<file path="src/rtl/bpsk_packet_tx.sv">
// Ping-pong packet buffer feeding a framed BPSK triangle-carrier DAC driver.
// Define BPSK_TX_CRC_EN to append a CRC-8 (poly 0x07, init 0x00) after the payload.
module bpsk_packet_tx #(
    parameter int unsigned PACKET_BYTES   = 11,
    parameter int unsigned DATA_WIDTH     = 12,
    parameter int unsigned SYMBOL_CYCLES  = 64,
    parameter int unsigned CARRIER_CYCLES = 16,
    parameter int unsigned PREAMBLE_BITS  = 16,
    parameter logic [7:0]  SYNC_WORD      = 8'hD3
) (
    input  logic                  clk,
    input  logic                  rst,
    input  logic [7:0]            in_data,
    input  logic                  in_valid,
    output logic                  in_ready,
    output logic [DATA_WIDTH-1:0] dac_out,
    output logic                  tx_active,
    output logic                  tx_bit,
    output logic                  frame_done,
    output logic [1:0]            buf_full
);
    localparam int unsigned PAYLOAD_BITS = 8 * PACKET_BYTES;
    localparam int unsigned MAX_BITS = (PAYLOAD_BITS > PREAMBLE_BITS) ? PAYLOAD_BITS
                                                                       : PREAMBLE_BITS;
    localparam int unsigned IDX_W  = $clog2(MAX_BITS);
    localparam int unsigned BYTE_W = (PACKET_BYTES > 1) ? $clog2(PACKET_BYTES) : 1;
    localparam int unsigned CYC_W  = $clog2(SYMBOL_CYCLES);
    localparam int unsigned PH_W   = $clog2(CARRIER_CYCLES);
    localparam logic [DATA_WIDTH:0] STEP =
        (DATA_WIDTH+1)'((2 ** (DATA_WIDTH + 1)) / CARRIER_CYCLES);
    localparam logic [DATA_WIDTH-1:0] MID = {1'b1, {(DATA_WIDTH-1){1'b0}}};

`ifdef BPSK_TX_CRC_EN
    typedef enum logic [2:0] {StIdle, StPreamble, StSync, StPayload, StCrc} state_t;
`else
    typedef enum logic [1:0] {StIdle, StPreamble, StSync, StPayload} state_t;
`endif

    state_t state_q, state_d;
    logic [IDX_W-1:0]  idx_q, idx_d;
    logic [CYC_W-1:0]  cyc_q, cyc_d;
    logic              rd_sel_q, rd_sel_d, wr_sel_q, wr_sel_d;
    logic [BYTE_W-1:0] wr_cnt_q, wr_cnt_d;
    logic [1:0]        full_q, full_d;
    logic              tx_bit_q;
    logic [DATA_WIDTH-1:0] dac_q;
`ifdef BPSK_TX_CRC_EN
    logic [7:0] crc_q, crc_d;
`endif

    logic [7:0] mem [2][PACKET_BYTES];

    logic accept, wr_last, bit_end, frame_end, bit_d;
    logic [BYTE_W-1:0]     byte_sel;
    logic [PH_W-1:0]       ph_d;
    logic [DATA_WIDTH:0]   tri_full;
    logic [DATA_WIDTH-1:0] tri_val, sample;

    assign in_ready   = ~rst & ~full_q[wr_sel_q];
    assign accept     = in_valid & in_ready;
    assign wr_last    = (wr_cnt_q == BYTE_W'(PACKET_BYTES - 1));
    assign bit_end    = (cyc_q == CYC_W'(SYMBOL_CYCLES - 1));
    assign dac_out    = dac_q;
    assign tx_active  = (state_q != StIdle);
    assign tx_bit     = tx_bit_q;
    assign frame_done = frame_end;
    assign buf_full   = full_q;

    always_comb begin
        state_d   = state_q;
        idx_d     = idx_q;
        cyc_d     = cyc_q;
        frame_end = 1'b0;
`ifdef BPSK_TX_CRC_EN
        crc_d     = crc_q;
`endif
        if (state_q == StIdle) begin
            if (full_q[rd_sel_q]) begin
                state_d = StPreamble;
                idx_d   = '0;
                cyc_d   = '0;
`ifdef BPSK_TX_CRC_EN
                crc_d   = '0;
`endif
            end
        end else begin
            cyc_d = bit_end ? '0 : cyc_q + 1'b1;
            if (bit_end) begin
                idx_d = idx_q + 1'b1;
                case (state_q)
                    StPreamble: if (idx_q == IDX_W'(PREAMBLE_BITS - 1)) begin
                        state_d = StSync;
                        idx_d   = '0;
                    end
                    StSync: if (idx_q == IDX_W'(7)) begin
                        state_d = StPayload;
                        idx_d   = '0;
                    end
                    StPayload: begin
`ifdef BPSK_TX_CRC_EN
                        // tx_bit_q holds the payload bit that is finishing now
                        crc_d = {crc_q[6:0], 1'b0} ^ ((crc_q[7] ^ tx_bit_q) ? 8'h07 : 8'h00);
                        if (idx_q == IDX_W'(PAYLOAD_BITS - 1)) begin
                            state_d = StCrc;
                            idx_d   = '0;
                        end
`else
                        if (idx_q == IDX_W'(PAYLOAD_BITS - 1)) frame_end = 1'b1;
`endif
                    end
`ifdef BPSK_TX_CRC_EN
                    StCrc: if (idx_q == IDX_W'(7)) frame_end = 1'b1;
`endif
                    default: ;
                endcase
            end
            if (frame_end) begin
                idx_d   = '0;
                state_d = full_q[~rd_sel_q] ? StPreamble : StIdle;
            end
        end

        full_d = full_q;
        if (frame_end) full_d[rd_sel_q] = 1'b0;
        if (accept && wr_last) full_d[wr_sel_q] = 1'b1;
        wr_cnt_d = accept ? (wr_last ? '0 : wr_cnt_q + 1'b1) : wr_cnt_q;
        wr_sel_d = wr_sel_q ^ (accept & wr_last);
        rd_sel_d = rd_sel_q ^ frame_end;
    end

    // DAC and tx_bit are registered from next-state values so they line up with state_q.
    always_comb begin
        byte_sel = BYTE_W'(idx_d >> 3);
        bit_d    = 1'b0;
        case (state_d)
            StPreamble: bit_d = ~idx_d[0];
            StSync:     bit_d = SYNC_WORD[~idx_d[2:0]];
            StPayload:  bit_d = mem[rd_sel_d][byte_sel][~idx_d[2:0]];
`ifdef BPSK_TX_CRC_EN
            StCrc:      bit_d = crc_d[~idx_d[2:0]];
`endif
            default:    bit_d = 1'b0;
        endcase
        ph_d = cyc_d[PH_W-1:0];
        if (!ph_d[PH_W-1]) begin
            tri_full = (DATA_WIDTH+1)'(ph_d) * STEP;
        end else begin
            tri_full = ((DATA_WIDTH+1)'(CARRIER_CYCLES) - (DATA_WIDTH+1)'(ph_d)) * STEP;
        end
        tri_val = tri_full[DATA_WIDTH] ? '1 : tri_full[DATA_WIDTH-1:0];
        sample  = bit_d ? tri_val : ~tri_val;
    end

    always_ff @(posedge clk or posedge rst) begin
        if (rst) begin
            state_q  <= StIdle;
            idx_q    <= '0;
            cyc_q    <= '0;
            rd_sel_q <= 1'b0;
            wr_sel_q <= 1'b0;
            wr_cnt_q <= '0;
            full_q   <= '0;
            tx_bit_q <= 1'b0;
            dac_q    <= MID;
        end else begin
            state_q  <= state_d;
            idx_q    <= idx_d;
            cyc_q    <= cyc_d;
            rd_sel_q <= rd_sel_d;
            wr_sel_q <= wr_sel_d;
            wr_cnt_q <= wr_cnt_d;
            full_q   <= full_d;
            tx_bit_q <= (state_d == StIdle) ? 1'b0 : bit_d;
            dac_q    <= (state_d == StIdle) ? MID : sample;
        end
    end

`ifdef BPSK_TX_CRC_EN
    always_ff @(posedge clk or posedge rst) begin
        if (rst) crc_q <= '0;
        else     crc_q <= crc_d;
    end
`endif

    always_ff @(posedge clk) begin
        if (accept) mem[wr_sel_q][wr_cnt_q] <= in_data;
    end

endmodule

</file>
<file path="config.mk">
export PLATFORM = sky130hd
export DESIGN_NAME = bpsk_packet_tx
export DESIGN_NICKNAME = d
export VERILOG_FILES = /design/src/rtl/bpsk_packet_tx.sv
export SDC_FILE = /design/constraint.sdc
export NUM_CORES = 1
export LEC_CHECK = 0
export ABC_AREA = 1
export CORE_MARGIN = 4
export CORE_UTILIZATION = 50
export DETAILED_ROUTE_END_ITERATION = 6
export DONT_BUFFER_PORTS = 1
export GPL_ROUTABILITY_DRIVEN = 0
export HOLD_SLACK_MARGIN = 0.03
export PLACE_DENSITY = 0.71
export SLEW_MARGIN = 20
export SYNTH_ARGS = -nofsm -noshare
export SYNTH_HDL_FRONTEND = slang
export SYNTH_SLANG_ARGS = --single-unit
</file>
<file path="constraint.sdc">
create_clock -name clk -period 3.8 [get_ports clk]
set_input_delay 0.57 -clock clk [delete_from_list [all_inputs] [get_ports clk]]
set_output_delay 0.57 -clock clk [all_outputs]
set_load 0.01 [all_outputs]
</file>
==> flow_summary.ini <==
[clocking]
cts.sinks = 204
h-tree-depth = 1
cts_root_buffer = clkbuf_16
clk_latency_ps = 500
cts_setup_buffers = 0
clkTransAtPathRegs_ps = 60
cts_tree = done
clk_path_buf_depth = 3
cts_buffers = 22

[sta]
fin_skew_ps = 10.6
tns_ps = 0
grt_setup_unrepaired = no
hold_viol = 0
worst_pin_slew_ps = 968
max_freq_mhz = 290
min_period_ps = 3450
setup_viol_count_final = 0
post-route-period-util = 0.907
maxSlewViolCount = 0
hold_slack_ps = 17.4
slew_headroom = 0.348

[setup_path]
cp-start-kind = register
cp_data_arrival_time_ps = 3820
crit_type = register to register
endpoint_kind = register
worst-endpoint-required_ps = 4180
crit_fanout = 39

[yosys]
synthAdderAreaFrac = 0.0132
syn_area_per_cell_sq_um = 10.1
synth_xor_area_frac = 0.00461
synth_seq_cells = 204
synth_edf_count = 176
synth_area_sq_um = 9500
synth_area_leaders = edfxtp_1 56%, nand2_1 12%, dfrtp_1 7.1%, nand3_1 6.6%, inv_1 3.1%
synth-simple-area-share = 0.250
synth_top_cell_by_area = edfxtp_1
synth_compound_area_frac = 0.0369
synth_seq_area_share = 0.630
synth.most_common_cell = nand2_1
synthMuxAreaShare = 0
netlist_instances = 943
ys_top_cells_by_count = 291 x nand2_1, 176 x edfxtp_1, 125 x nand3_1, 78 x inv_1, 72 x nor2_1
async_flop_share = 0.137
synth_nets = 964
synth_cell_type_count = 43
ys_warn_count = 0
synthFlopType = edfxtp_1
synth_top_area_frac = 0.556
synth_top_family_by_area = simple AND/OR/NAND/NOR gates

[cells_and_area]
finish.net_count = 956
drive_gt1_frac = 0.0811
syn2layout_area_growth_pct = 8.70
antenna_cells = 0
final_area_sq_um = 10300

[floorplan]
rows = 50
design.die.area_sq_um = 21300
io_pins = 29
die_h_microns = 146
core_area_sq_um = 18700
fp.dieW_microns = 146
start_util = 0.508

[grt]
gr-total-overflow = 0
grt_pass1_vias = 6333
grt.total_usage = 0.208
grt_max_degree = 77
antenna_found_initial = 0
grt_pass1_wl_microns = 35100

[routing]
route.detailed.drc = 0
viasPerCell = 5.62
routed_wl_microns = 22200
wl_per_cell_microns = 18.8
ant_nets = 0
vias = 6656
drtIter0Drc = 743
firstDrtPassIters = 7

[hold_path]
hp-class = input pin to async pin

[job]
cap_violations = 0

[placement]
port_buffers = 0
dpl.hpwl_microns = 14000
dpl_cell_area_sq_um = 9630

[run_status]
status = finished, final reports clean

[power]
p_per_area_nw_per_um2 = 447
leakagePower_nw = 4.14
ir_drop_v = 0.000291
-- kinds of logic after synthesis --
family,count (synthesis)
flops,204
buf+inv,127
fa+ha+maj,10
compound gates,59
simple gates,538
xor+xnor,5
-- area by class of cell --
class	instances	area, sq um
Clock buffer	27	601
Clock inverter	12	88.8
Fill cell	1546	8380
Inverter	82	312
Multi-Input combinational cell	612	2900
Sequential cell	204	5990
Tap cell	234	293
Timing Repair Buffer	13	148
-- per-stage QoR --
| step | utilization | instances | setup slack, ps | power [mW] |
|---|---|---|---|---|
| final | 0.552 | 1184 | 355 | 4.61 |
| after global placement | 0.515 | 1145 | 360 | 2.61 |
| after CTS | 0.552 | 1184 | 314 | 4.63 |
| after floorplan | - | 943 | 1050 | 2.59 |
| after global routing | 0.552 | 1184 | 10.7 | 4.75 |
| after detailed placement | 0.515 | 1145 | 335 | 2.62 |
-- worst max-delay path, stage by stage, from the launching register on --
cell	delay, ps
dfrtp_1	420
inv_1	140
ha_2	310
clkinvlp_4	280
nor2_4	290
nand2_1	130
nand2_1	90
buf_4	390
nand2_1	130
nand3_1	120
nand2_1	60
nand2_1	50
nand2_1	40
inv_1	40
nand2_1	50
nand2_1	60
nand3_1	90
nand2_1	100
nand2_1	70
nand2_2	120
nand2_4	80
nand2_1	90
nand2_1	60
nand2_1	60
nor2_1	30
-- state kept, by name (all words and copies together) (netlist names) --
signal    cells
dac_out       4
wr_cnt_q      4
tx_bit        1
idx_q         7
rd_sel_q      1
cyc_q         6
state_q       2
mem         176
buf_full      2
wr_sel_q      1
-- cell usage in the layout, fill, tap and decap left out, types with 9 or more instances in the layout --
cell	instances
nand2_1	291
edfxtp_1	176
nand3_1	125
inv_1	76
nor2_1	72
dfrtp_1	27
nand4_1	25
o21ai_0	23
clkbuf_16	23
a21oi_1	11
ha_1	9
buf_4	9
-- what timing repair did --
action / 4_1_cts / 5_1_grt
gates resized for setup: 0 / 2
hold buffers: 0 / 0
setup endpoints to repair: 0 / 4
-- layer usage --
layer,global-route usage,share of wire
met5,0,0
met4,0.0717,0.037
met3,0.0358,0.076
met2,0.338,0.47
met1,0.285,0.41
-- where the power goes --
group          switching [mW]  total, mW  internal [mW]
Clock                   0.850       2.04           1.19
Combinational          0.0668     0.0879         0.0211
Sequential             0.0221       2.49           2.46
-- final timing paths --
kind / startpoint / to / slack [ps] / cells past startpoint
min in group clk: in_data[3] / mem[1][51] / 160 / 0
hold reg to reg: wr_cnt_q[2] / wr_cnt_q[2] / 550 / 1
setup reg to reg: state_q[1] / dac_out[8] / 350 / 24
max in group asynchronous: rst / dac_out[8] / 3380 / 1
hold / removal: rst / wr_cnt_q[2] / 20 / 1
setup / recovery: state_q[1] / dac_out[8] / 350 / 24
No activity file was read; power rests on OpenSTA's default activity.
